`src/rtl/mem_pkg.sv`:
```
// Shared encodings for the memory request path: access sizes, arbiter states and the
// size-to-byte-count mapping used by mem_external.
package mem_pkg;

   localparam logic [1:0] SIZE_BYTE = 2'b00;
   localparam logic [1:0] SIZE_HALF = 2'b01;
   localparam logic [1:0] SIZE_WORD = 2'b10;

   typedef enum logic [1:0] {
      ARB_IDLE    = 2'b00,
      ARB_BUSY    = 2'b01,
      ARB_RELEASE = 2'b10
   } arb_state_e;

   // The reserved size encoding is treated as a full word.
   function automatic logic [2:0] size_to_num_bytes(input logic [1:0] size);
      logic [2:0] n;
      case (size)
         SIZE_BYTE: n = 3'd1;
         SIZE_HALF: n = 3'd2;
         default:   n = 3'd4;
      endcase
      return n;
   endfunction

endpackage

```
`src/rtl/load_formatter.sv`:
```
// Right-justifies left-justified short read data from mem_external and extends it
// to 32 bits; bits below the valid bytes never reach the result.
module load_formatter
   import mem_pkg::*;
(
   input  logic [31:0] mem_rdata,
   input  logic [1:0]  size,
   input  logic        is_unsigned,
   output logic [31:0] result
);

   always_comb begin
      result = mem_rdata;
      case (size)
         SIZE_BYTE: result = {{24{~is_unsigned & mem_rdata[31]}}, mem_rdata[31:24]};
         SIZE_HALF: result = {{16{~is_unsigned & mem_rdata[31]}}, mem_rdata[31:16]};
         default:   result = mem_rdata;
      endcase
   end

endmodule

```
`src/rtl/mem_request_arbiter.sv`:
```
// Grants fetch or load/store requests one at a time onto mem_external's level-held
// start/done handshake and returns formatted read data to the granted requester.
module mem_request_arbiter
   import mem_pkg::*;
#(
   parameter bit LS_PRIORITY = 1'b1
) (
   input  logic        clk,
   input  logic        rst,
   input  logic        fetch_req,
   input  logic [31:0] fetch_addr,
   output logic        fetch_done,
   output logic [31:0] fetch_data,
   input  logic        ls_req,
   input  logic        ls_write,
   input  logic [31:0] ls_addr,
   input  logic [1:0]  ls_size,
   input  logic        ls_unsigned,
   input  logic [31:0] ls_wdata,
   output logic        ls_done,
   output logic [31:0] ls_rdata,
   output logic        mem_start,
   output logic [2:0]  mem_num_bytes,
   output logic [31:0] mem_addr,
   output logic        mem_is_write,
   output logic [31:0] mem_wdata,
   input  logic        mem_done,
   input  logic [31:0] mem_rdata
);

   arb_state_e  state_q, state_d;
   logic [31:0] addr_q, wdata_q;
   logic [1:0]  size_q;
   logic        write_q, unsigned_q, src_ls_q;
   logic        fetch_done_q, ls_done_q;
   logic [31:0] fetch_data_q, ls_rdata_q;
   logic        grant_ls, grant_fetch, capture;
   logic [31:0] fmt_data;

   load_formatter u_load_formatter (
      .mem_rdata   (mem_rdata),
      .size        (size_q),
      .is_unsigned (unsigned_q),
      .result      (fmt_data)
   );

   always_comb begin
      state_d     = state_q;
      grant_ls    = 1'b0;
      grant_fetch = 1'b0;
      capture     = 1'b0;
      case (state_q)
         ARB_IDLE: begin
            if (ls_req && (!fetch_req || LS_PRIORITY)) begin
               grant_ls = 1'b1;
            end else if (fetch_req) begin
               grant_fetch = 1'b1;
            end
            if (grant_ls || grant_fetch) state_d = ARB_BUSY;
         end
         ARB_BUSY: begin
            if (mem_done) begin
               capture = 1'b1;
               state_d = ARB_RELEASE;
            end
         end
         // One cycle with start low lets mem_external return to its start state.
         ARB_RELEASE: state_d = ARB_IDLE;
         default:     state_d = ARB_IDLE;
      endcase
   end

   always_ff @(posedge clk or posedge rst) begin
      if (rst) begin
         state_q      <= ARB_IDLE;
         addr_q       <= '0;
         wdata_q      <= '0;
         size_q       <= '0;
         write_q      <= 1'b0;
         unsigned_q   <= 1'b0;
         src_ls_q     <= 1'b0;
         fetch_done_q <= 1'b0;
         ls_done_q    <= 1'b0;
         fetch_data_q <= '0;
         ls_rdata_q   <= '0;
      end else begin
         state_q      <= state_d;
         fetch_done_q <= capture && !src_ls_q;
         ls_done_q    <= capture && src_ls_q;
         if (grant_ls) begin
            addr_q     <= ls_addr;
            wdata_q    <= ls_wdata;
            size_q     <= ls_size;
            write_q    <= ls_write;
            unsigned_q <= ls_unsigned;
            src_ls_q   <= 1'b1;
         end else if (grant_fetch) begin
            addr_q     <= fetch_addr;
            wdata_q    <= '0;
            size_q     <= SIZE_WORD;
            write_q    <= 1'b0;
            unsigned_q <= 1'b0;
            src_ls_q   <= 1'b0;
         end
         if (capture && !src_ls_q) fetch_data_q <= fmt_data;
         if (capture && src_ls_q && !write_q) ls_rdata_q <= fmt_data;
      end
   end

   assign mem_start     = (state_q == ARB_BUSY);
   assign mem_num_bytes = size_to_num_bytes(size_q);
   assign mem_addr      = addr_q;
   assign mem_is_write  = write_q;
   assign mem_wdata     = wdata_q;
   assign fetch_done    = fetch_done_q;
   assign fetch_data    = fetch_data_q;
   assign ls_done       = ls_done_q;
   assign ls_rdata      = ls_rdata_q;

endmodule

```
`config.mk`:
```
export PLATFORM = sky130hd
export DESIGN_NAME = mem_request_arbiter
export DESIGN_NICKNAME = d
export VERILOG_FILES = /design/src/rtl/mem_pkg.sv /design/src/rtl/load_formatter.sv /design/src/rtl/mem_request_arbiter.sv
export SDC_FILE = /design/constraint.sdc
export NUM_CORES = 1
export LEC_CHECK = 0
export ABC_CLOCK_PERIOD_IN_PS = 4960
export BUFFER_PORTS_ARGS = -buffer_cell sky130_fd_sc_hd__buf_4
export CAP_MARGIN = 40
export CORE_MARGIN = 5
export CORE_UTILIZATION = 25
export DETAILED_ROUTE_END_ITERATION = 8
export PLACE_DENSITY = 0.5
export SETUP_SLACK_MARGIN = 0.5
export SYNTH_ARGS = -nofsm -noshare
export SYNTH_HDL_FRONTEND = slang
export SYNTH_SLANG_ARGS = --single-unit
```
`constraint.sdc`:
```
create_clock -name clk -period 4.96 [get_ports clk]
set_input_delay 0.744 -clock clk [delete_from_list [all_inputs] [get_ports clk]]
set_output_delay 0.744 -clock clk [all_outputs]
set_load 0.01 [all_outputs]
```
* Word level (Yosys, flattened, before mapping) *
Index checks and enable logic that the tools add are counted.

storage, ports and cells
  output and inout port bits = 135
  bits in registers = 137
  logic and storage cells = 51
  input port bits = 137

cells by class
  mux-type cells = 24
  bitwise operators = 2
  equal/unequal tests = 4
  reductions and logical operators = 10

operator list
  cell                  number
  $mux W32              4
  $pmux W32 S2          1
  $mux W1               13
  $mux W2               4
  $pmux W3 S2           1
  $eq A2 B1 Y1 const B  2
  $logic_not A2 Y1      2
  $pmux W2 S2           1
  $logic_and A1 B1 Y1   3
  $logic_not A1 Y1      2
  $ne A2 B1 Y1 const B  1
  $ne A2 B2 Y1 const B  1
  $reduce_and A2 Y1     1
  $reduce_bool A2 Y1    1
  $and A1 B1 Y1         1
  $logic_or A1 B1 Y1    1
  $not A1 Y1            1

* Logic depth before layout (Yosys ltp) *
Gate-level depths: netlist of run 1.

  word-level depth = 6
  depth in mapped cells = 6
  gate-level depth less buffers = 3

* Cells and area by module *
From an unflattened synthesis of run 1, not the netlist that was laid out.

second synthesis, totals
  cell total of the unflattened synthesis = 451
  area, all modules = 6013.3 um^2

modules (own cells, without submodules)
  module               cells each  area an instance (um^2)  seq. area each (um^2)  instances
  mem_request_arbiter  381         5500.3                   3428.3                 1
  load_formatter       70          513.0                    0.0                    1

* Worst setup path before layout of run 1 *
No wires, ideal clock.

  path type = input port to flip-flop
  start point = input fetch_req
  end point = register addr_q[13], in the netlist mem_addr[13]
  arrival time = 1736 ps
  slack = 3087 ps
  path buffers = 3
  required time = 4823 ps
  setup time = 137 ps
  cell stages on the path = 6
  cell sequence = buf_2 -> or3b_1 -> buf_2 -> buf_2 -> o22ai_1 -> a21oi_1

on the way
  longest elaborated chain between the ends = 5

ends and longest elaborated chain
  element                       line                       text
  from (decl)                   mem_request_arbiter.sv:10  input logic fetch_req,
  $mux W1                       mem_request_arbiter.sv:56  end else if (fetch_req) begin
  $mux W1                       mem_request_arbiter.sv:54  if (ls_req && (!fetch_req || LS_PRIORITY)) begin
  $mux W1 (2 in series)         mem_request_arbiter.sv:52  case (state_q)
  $reduce_bool A2 Y1 (no line)  --
  to (signal assigned)          mem_request_arbiter.sv:91  addr_q <= ls_addr;
  to (signal assigned)          mem_request_arbiter.sv:98  addr_q <= fetch_addr;
  to (decl)                     mem_request_arbiter.sv:32  logic [31:0] addr_q, wdata_q;

No other way between the ends. The select of a mux whose other input is x is not followed.
A chain may end at the register's enable or synchronous reset.

* Worst setup path in the final report of run 1 *
  start point = register state_q[0]
  end point = register ls_rdata_q[10], in the netlist ls_rdata[10]

on the way
  longest elaborated chain between the ends = 4

ends and longest elaborated chain
  element                            line                        text
  from (decl)                        mem_request_arbiter.sv:31   arb_state_e state_q, state_d;
  from (signal assigned)             mem_request_arbiter.sv:87   state_q <= state_d;
  $eq A2 B1 Y1                       mem_request_arbiter.sv:52
  $mux W1                            mem_request_arbiter.sv:52
  $logic_and A1 B1 Y1 (2 in series)  mem_request_arbiter.sv:106  if (capture && src_ls_q && !write_q) ls_rdata_q <= fmt_data;
  to (signal assigned)               mem_request_arbiter.sv:106
  to (decl)                          mem_request_arbiter.sv:36   logic [31:0] fetch_data_q, ls_rdata_q;

No other way between the ends.

==> impl_metrics.py, run 1 <==
metrics = {
    "clock_tree": {
        "clock_latency_ns": 0.42,
        "post-cts-setup-buffer-count": 0,
        "h-tree-depth": 4,
        "clk_path_buf_depth": 2,
        "cts_tree": "yes",
        "cts_buffers": 17,
        "cts.clk_slew.worst_paths_ns": 0.07,
        "ctsResizeCount": 0,
        "hold_buffers": 0,
        "cts.sinks": 137,
        "cts_root_buf": "clkbuf_16",
    },
    "floorplan": {
        "design.core.area_sq_mm": 0.0226,
        "die_w_um": 161,
        "num_rows": 55,
        "initial_core_util_pct": 25.4,
        "ios": 272,
        "die_h_um": 161,
        "fp.dieArea_sq_mm": 0.0260,
    },
    "timing": {
        "fin_crit_ns": 2.33,
        "grt_setup_unrepaired": "false",
        "clock.fmax_mhz": 429,
        "final-hold-violation-count": 0,
        "setup-tns-final_ns": 0,
        "slew-limit-headroom_pct": 52.6,
        "period_share_pct": 47.0,
        "worst_pin_slew_ns": 0.710,
        "final_max_slew_viol_count": 0,
        "fin_skew_ns": 0.00938,
        "setup_violations": 0,
        "whs_ns": 0.313,
    },
    "place": {
        "hpwl_um": 15000,
        "gp_congestion": 0.733,
        "post_dp_cell_area_sq_mm": 0.00810,
        "port_buffers": 271,
    },
    "synthesis": {
        "synth-async-reset-ratio_pct": 100,
        "syn_area_sq_mm": 0.00573,
        "ys_seq_elements": 137,
        "synth_edf_count": 0,
        "synth_ff_type": "dfrtp_1",
        "synthTopCellsByArea": "dfrtp_1 (60%), o22ai_1 (5.9%), o21ai_0 (5.9%), a22o_1 (5.4%), o31ai_1 (3.9%)",
        "yosysUniqueCellTypes": 29,
        "yosys.area.top_type_share_pct": 59.9,
        "synth.largest_area_cell": "dfrtp_1",
        "synth_cells": 531,
        "seq_area_frac_synth_pct": 59.9,
        "synth_nets": 668,
        "ys_warn_count": 0,
        "avgSynthCellArea_sq_um": 10.8,
    },
    "route": {
        "wl_met1_um": 9230,
        "vias": 5265,
        "drt-initial-drc-count": 245,
        "met2_length_um": 9960,
        "route.final.wire_length_um": 21100,
        "drtPass1Iterations": 4,
        "ant_nets": 0,
        "dr_wl_met3_um": 1750,
        "route.detailed.drc": 0,
        "via_per_inst": 4.87,
        "wl_per_cell_um": 19.5,
        "highest_layer": "met4",
    },
    "final_layout": {
        "diodes": 0,
        "areaGrowthSynthToFinish_pct": 51.6,
        "fin_nets": 921,
        "final_area_sq_mm": 0.00868,
        "drive_gt1_share_pct": 40.8,
        "most-common-layout-cells": "buf_4 (279), dfrtp_1 (137), o21ai_0 (67), o22ai_1 (54), a21oi_1 (43)",
        "mostFrequentLayoutCell": "buf_4",
    },
    "worst_setup_path": {
        "start_kind": "flip-flop",
        "crit_path_max_fanout": 34,
        "required_ns": 5.28,
        "critPathKind": "reg2reg",
        "cp_data_arrival_time_ns": 2.66,
        "endpoint_kind": "flip-flop",
    },
    "grt": {
        "globalRouteTotalUtil_pct": 15.8,
        "grt_pass1_vias": 5617,
        "grt_pass1_wl_um": 32600,
        "antenna_found_initial": 0,
        "gr-total-overflow": 0,
        "grt_max_degree": 62,
    },
    "power_and_ir_drop": {
        "power_mw": 5.81,
        "leakagePower_nw": 4.11,
        "p_per_area_mw_per_mm2": 670,
        "ir_drop_uv": 225,
    },
    "run": {
        "drv_cap": 0,
    },
    "min_path": {
        "holdCritPathClass": "in2async",
    },
    "run_status": {
        "status": "finished, final reports clean",
    },
}
critical path, stage by stage (launching register included):
cell and delay (ns):
dfrtp_1 0.58, nand4b_4 0.47, or2_1 0.65, buf_8 0.28, o31ai_1 0.26
cells in the mapped netlist (6+ instances only):
master    instances
and2_1            6
a21oi_1          43
clkbuf_1         27
dfrtp_1         137
a211oi_1         15
o21ai_0          67
nand2_1          34
nor2b_1          11
buf_2            14
o31ai_1          30
nor2_1           18
o22ai_1          54
inv_1             6
a22o_1           35
a31oi_1           6
registers in the layout, summed over array words and instances (netlist names):
| signal | count |
|---|---|
| fetch_data | 32 |
| mem_is_write | 1 |
| mem_addr | 32 |
| size_q | 2 |
| state_q | 2 |
| unsigned_q | 1 |
| src_ls_q | 1 |
| ls_done | 1 |
| ls_rdata | 32 |
| mem_wdata | 32 |
| fetch_done | 1 |
stage by stage:
stage          setup slack [ns]  util, %  instances
2_1_floorplan             0.548        -        531
3_3_place_gp               2.33     35.3       1044
3_5_place_dp               2.35     35.9       1050
4_1_cts                    2.55     38.5       1082
5_1_grt                    2.42     38.5       1082
6_report                   2.63     38.5       1082
area by class of cell:
| class | count | area, sq um |
|---|---|---|
| clock buffer | 17 | 425 |
| fill | 2295 | 13900 |
| sequential | 137 | 3430 |
| clock inverter | 15 | 159 |
| inverter | 7 | 31.3 |
| multi-input combinational | 337 | 2060 |
| tap | 285 | 357 |
| timing repair buffer | 284 | 2220 |
logic make-up after synthesis:
family / after synthesis / share of synthesized area, %
AO/OA/AOI/OAI: 258 / 28.4
flip-flops: 137 / 59.9
AND/OR/NAND/NOR: 79 / 7.16
buffers and inverters: 57 / 4.57
report_power, final:
part           internal, mW  switching, mW
clock                 0.713          0.572
sequential             1.64          0.389
combinational          1.20           1.30
final timing paths:
path	startpoint	end	slack (ns)	depth (start not counted)
max	state_q[0]	ls_rdata[10]	2.63	4
min	rst	mem_wdata[3]	0.31	2
max reg2reg	state_q[0]	ls_rdata[10]	2.63	4
min reg2reg	fetch_data[14]	fetch_data[14]	0.48	2
max in group asynchronous	rst	mem_wdata[24]	3.42	4
min in group clk	fetch_data[14]	fetch_data[14]	0.48	2
layer usage:
layer / up-vias / GRT usage (%)
li1: 2493 / -
met5: - / 0
met3: 14 / 5.36
met1: 2537 / 20.7
met4: 0 / 3.84
met2: 221 / 25.3
(Power assumes the default switching activity.)
==> run 2: changes to the inputs <==
- ABC_CLOCK_PERIOD_IN_PS: 4960 -> 2050
- PLACE_DENSITY: 0.5 -> 0.52
- clock period: 4.96 -> 2.05 ns (I/O delays scaled with it)
==> run 2 against run 1 <==
Effect of this change:
- global-route usage is 0.36 points higher
- critical path depth rose by 1
- total power rose to 2.5 times the previous value
- combinational power rose to 2.7 times the previous value
- sequential cell count unchanged
- via count increased by 2.3%
- first-iteration DRC count is 19% lower
- count of clock-buffer cells in the layout is 1 higher
- clock power is 140% higher
- routed wire length is 3.6% higher
- highest routed layer is now met5
==> impl_metrics.py, run 2 (synthesis gave the netlist of run 1 again) <==
metrics = {
    "clock_tree": {
        "cts.clk_slew.worst_paths_ns": 0.06,
        "clk_path_buf_depth": 2,
        "cts_root_buf": "clkbuf_16",
        "cts_buffers": 17,
        "h-tree-depth": 4,
        "cts_tree": "yes",
        "clock_latency_ns": 0.41,
        "cts.sinks": 137,
    },
    "grt": {
        "grt_pass1_vias": 5753,
        "grt_pass1_wl_um": 33300,
        "gr-total-overflow": 0,
        "globalRouteTotalUtil_pct": 16.2,
        "grt_max_degree": 50,
        "antenna_found_initial": 1,
    },
    "timing": {
        "final_max_slew_viol_count": 0,
        "slew-limit-headroom_pct": 58.5,
        "fin_skew_ns": 0.00846,
        "period_share_pct": 75.8,
        "setup_violations": 0,
        "worst_pin_slew_ns": 0.618,
        "clock.fmax_mhz": 644,
        "setup-tns-final_ns": 0,
        "fin_crit_ns": 1.55,
        "final-hold-violation-count": 0,
        "grt_setup_unrepaired": "true",
    },
    "final_layout": {
        "most-common-layout-cells": "buf_4 (301), dfrtp_1 (133), o21ai_0 (67), o22ai_1 (50), a21oi_1 (43)",
        "areaGrowthSynthToFinish_pct": 59.5,
        "final_util_pct": 40.5,
        "drive_gt1_share_pct": 45.4,
        "fillers": 2245,
        "mostFrequentLayoutCell": "buf_4",
        "fin_nets": 957,
        "diodes": 0,
    },
    "worst_setup_path": {
        "required_ns": 2.32,
        "ff2ff_setup_slack_ns": 0.50,
        "r2r-start": "state_q[0]",
        "crit_path_max_fanout": 14,
        "start_kind": "flip-flop",
        "endpoint_kind": "flip-flop",
        "reg2reg_to": "mem_addr[17]",
        "cp_data_arrival_time_ns": 1.82,
        "worstRegToRegCells": 5,
        "crit_path_start": "state_q[0]",
        "critPathKind": "reg2reg",
    },
    "min_path": {
        "holdCritPathClass": "in2reg",
        "hold_depth": 2,
        "worstHoldEndpoint": "mem_wdata[10]",
        "worstHoldStart": "ls_wdata[10]",
    },
    "floorplan": {
        "die_w_um": 161,
        "die_h_um": 161,
        "ios": 272,
        "num_rows": 55,
        "fp.dieArea_sq_mm": 0.0260,
        "design.core.area_sq_mm": 0.0226,
        "initial_core_util_pct": 25.4,
    },
    "route": {
        "ant_nets": 0,
        "drtPass1Iterations": 4,
        "via_per_inst": 4.83,
        "route.final.wire_length_um": 21900,
        "vias": 5388,
        "drt-initial-drc-count": 198,
        "route.detailed.drc": 0,
        "wl_per_cell_um": 19.6,
    },
    "place": {
        "hpwl_um": 15200,
        "port_buffers": 271,
        "gp_congestion": 0.732,
    },
    "power_and_ir_drop": {
        "leakagePower_nw": 4.32,
        "p_per_area_mw_per_mm2": 1610,
        "power_mw": 14.7,
        "ir_drop_uv": 621,
    },
    "run": {
        "drv_cap": 0,
    },
    "run_status": {
        "status": "finished, final reports clean",
    },
}
[run 2: worst max-delay path by stage]
stage               depth (start not counted)                to  slack [ns]
floorplan                                   1     fetch_data[0]        0.04
global placement                            3     fetch_data[7]        0.42
detailed placement                          3     fetch_data[0]        0.38
CTS                                         3  mem_num_bytes[1]        0.46
global route                                5      mem_addr[22]        0.43
finish                                      5      mem_addr[17]        0.50
[run 2: critical path, stage by stage (launching register included)]
cell	delay, ns
dfrtp_2	0.45
buf_6	0.13
or3b_4	0.43
buf_12	0.18
o22ai_1	0.13
a21oi_1	0.10
[run 2: power by group]
| group | switching (mW) | total [mW] | internal (mW) |
|---|---|---|---|
| registers | 0.890 | 4.87 | 3.98 |
| logic | 3.44 | 6.87 | 3.43 |
| clock network | 1.20 | 3.01 | 1.81 |
[run 2: timing repair]
item | 4_1_cts | 5_1_grt
resized for setup | 12 | 26
pin swaps | 1 | 3
hold endpoints to repair | 2 | 0
hold buffers | 1 | 0
buffers inserted | 8 | 9
endpoints found under the setup margin | 66 | 61
gates cloned | 2 | 2
[run 2: through the flow]
step	instance area, sq um	hold slack [ns]	setup WS (ns)	std cells
after floorplan	5730	0.415	0.0354	531
after global placement	8180	0.237	0.422	1064
after detailed placement	8180	0.240	0.377	1064
after CTS	8900	0.0938	0.465	1105
after global routing	9130	0.0905	0.433	1116
final	9130	0.116	0.497	1116
[run 2: cell type report]
class / count / area, sq um / share of cell area, %
Sequential cell: 137 / 3430 / 37.6
Timing Repair Buffer: 319 / 2560 / 28.0
Multi-Input combinational cell: 338 / 2190 / 24.0
Clock buffer: 18 / 439 / 4.81
Tap cell: 285 / 357 / 3.90
Clock inverter: 12 / 128 / 1.40
Inverter: 7 / 30.0 / 0.329
[run 2: per-layer routing]
metal / track usage, % / part of all wire [%]
met1: 20.7 / 43
met2: 27.0 / 49
met3: 5.31 / 7.3
met4: 3.14 / 0.76
met5: 0 / 0.059
==> run 3: changes to the inputs <==
- ABC_CLOCK_PERIOD_IN_PS: 2050 -> 1300
- clock period: 2.05 -> 1.3 ns (I/O delays scaled with it)
==> run 3 against run 2 <==
Effect of this change:
- the flow now finishes with violations (negative setup slack)
- register-to-register slack worse by 0.67 ns
- clock skew grew 0.0044 ns
- sequential cell count is the same
==> impl_metrics.py, run 3 (synthesis gave the netlist of run 1 again) <==
metrics = {
    "floorplan": {
        "fp.dieArea_sq_mm": 0.0260,
        "die_w_um": 161,
        "num_rows": 55,
        "design.core.area_sq_mm": 0.0226,
        "initial_core_util_pct": 25.4,
        "ios": 272,
        "die_h_um": 161,
    },
    "worst_setup_path": {
        "endpoint_kind": "flip-flop",
        "max_stage_delay_ns": 0.41,
        "crit_path_max_fanout": 18,
        "cp_data_arrival_time_ns": 1.82,
        "crit_path_top_delay_cell": "dfrtp_1",
        "cp_num_buf_inv": 4,
        "crit_chain": "buf_6, buf_4, nor3b_4, buf_6, buf_12, a22o_1",
        "required_ns": 1.65,
        "crit_path_frequent_cell": "buf_6",
        "cpLargestDelayFamily": "buffers and inverters",
        "start_kind": "flip-flop",
        "critPathKind": "reg2reg",
    },
    "power_and_ir_drop": {
        "p_sw_share_pct": 37.8,
        "leakagePower_nw": 5.30,
        "seq_power_share_pct": 27.6,
        "power.switching_mw": 11.0,
        "power_mw": 29.0,
        "pwr-share-comb_pct": 55.5,
        "clock_power_share_pct": 16.9,
        "p_per_area_mw_per_mm2": 2510,
        "ir_drop_uv": 976,
        "p_int_mw": 18.0,
    },
    "clock_tree": {
        "clk_path_buf_depth": 2,
        "cts_tree": "yes",
        "clock_latency_ns": 0.42,
        "cts.clk_slew.worst_paths_ns": 0.06,
        "cts_buffers": 17,
        "cts_root_buf": "clkbuf_16",
        "cts.sinks": 137,
        "h-tree-depth": 4,
    },
    "grt": {
        "grt_pass1_vias": 6308,
        "antenna_found_initial": 0,
        "grt_pass1_wl_um": 35800,
        "globalRouteTotalUtil_pct": 17.3,
        "grt_max_degree": 52,
        "gr-total-overflow": 0,
    },
    "timing": {
        "final-hold-violation-count": 0,
        "period_share_pct": 113,
        "slew-limit-headroom_pct": 66.4,
        "worst_pin_slew_ns": 0.500,
        "clock.fmax_mhz": 680,
        "fin_ws_ns": -0.170,
        "final_max_slew_viol_count": 0,
        "fin_skew_ns": 0.0128,
        "setup_violations": 134,
        "grt_setup_unrepaired": "true",
        "fin_crit_ns": 1.47,
    },
    "route": {
        "vias": 6139,
        "wl_per_cell_um": 20.5,
        "via_per_inst": 4.97,
        "route.detailed.drc": 0,
        "drt-initial-drc-count": 218,
        "drtPass1Iterations": 7,
        "route.final.wire_length_um": 25300,
        "ant_nets": 0,
    },
    "place": {
        "gp_congestion": 0.770,
        "port_buffers": 271,
        "dp.cells": 1081,
        "post_dp_cell_area_sq_mm": 0.00849,
        "hpwl_um": 15400,
    },
    "final_layout": {
        "most-common-layout-cells": "buf_4 (252), dfrtp_1 (129), buf_6 (117), a22o_1 (35), dlygate4sd3_1 (35)",
        "diodes": 0,
        "areaGrowthSynthToFinish_pct": 102,
        "fin_nets": 1073,
        "finalNonFillerCells": 1234,
        "drive_gt1_share_pct": 62.0,
        "mostFrequentLayoutCell": "buf_4",
        "final_area_sq_mm": 0.0115,
        "final_util_pct": 51.1,
    },
    "run_status": {
        "violations": "negative setup slack",
        "status": "complete, but fails checks",
    },
    "run": {
        "drv_cap": 0,
    },
    "min_path": {
        "holdCritPathClass": "in2reg",
    },
}
[run 3: path summary, 6_finish.rpt]
| kind | slack [ns] | startpoint | depth (start not counted) | endpoint |
|---|---|---|---|---|
| hold / removal | 0.01 | ls_wdata[22] | 2 | mem_wdata[22] |
| setup / recovery | -0.17 | state_q[0] | 6 | mem_wdata[19] |
| max in group asynchronous | 0.54 | rst | 4 | ls_rdata[15] |
| setup reg to reg | -0.17 | state_q[0] | 6 | mem_wdata[19] |
| min in group asynchronous | 0.48 | rst | 4 | size_q[0] |
| hold reg to reg | 0.50 | ls_rdata[31] | 2 | ls_rdata[31] |
[run 3: power by group through the flow]
stage / clock (mW) / sequential [mW] / combinational, mW
after global placement: 0 / 7.67 / 10.6
final: 4.89 / 7.99 / 16.1
after global routing: 5.16 / 8.20 / 17.1
after floorplan: 0 / 8.34 / 4.55
after detailed placement: 0 / 7.68 / 10.7
after CTS: 4.99 / 7.67 / 12.6
[run 3: routing by layer]
metal | track usage, % | vias up | part of all wire [%]
met2 | 29.7 | 241 | 52
li1 | - | 2800 | -
met5 | 0 | - | 0
met1 | 21.2 | 3065 | 39
met4 | 5.51 | 0 | 1.9
met3 | 4.59 | 33 | 6.9
[run 3: layout make-up]
cell class / count / area, sq um
tap: 285 / 357
sequential: 137 / 3440
clock inverter: 13 / 134
clock buffer: 19 / 453
multi-input combinational: 337 / 2860
timing repair buffer: 436 / 4270
inverter: 7 / 31.3
fill: 1993 / 11000
[run 3: stage by stage]
stage | worst slack, ns | setup TNS (ns) | hold slack (ns)
after floorplan | -0.602 | -90.80 | 0.302
after global placement | -0.120 | -6.21 | 0.351
after detailed placement | -0.143 | -8.49 | 0.352
after CTS | -0.166 | -9.83 | 0.00220
after global routing | -0.214 | -20.34 | 0.0108
final | -0.170 | -13.14 | 0.0142
[run 3: what timing repair did]
item / in CTS / in global routing
gates cloned: 7 / 10
setup buffers: 18 / 51
hold buffers: 35 / 0
endpoints found under the hold margin: 171 / 0
pin swaps: 24 / 37
endpoints found under the setup margin: 272 / 276
gates resized for setup: 91 / 215
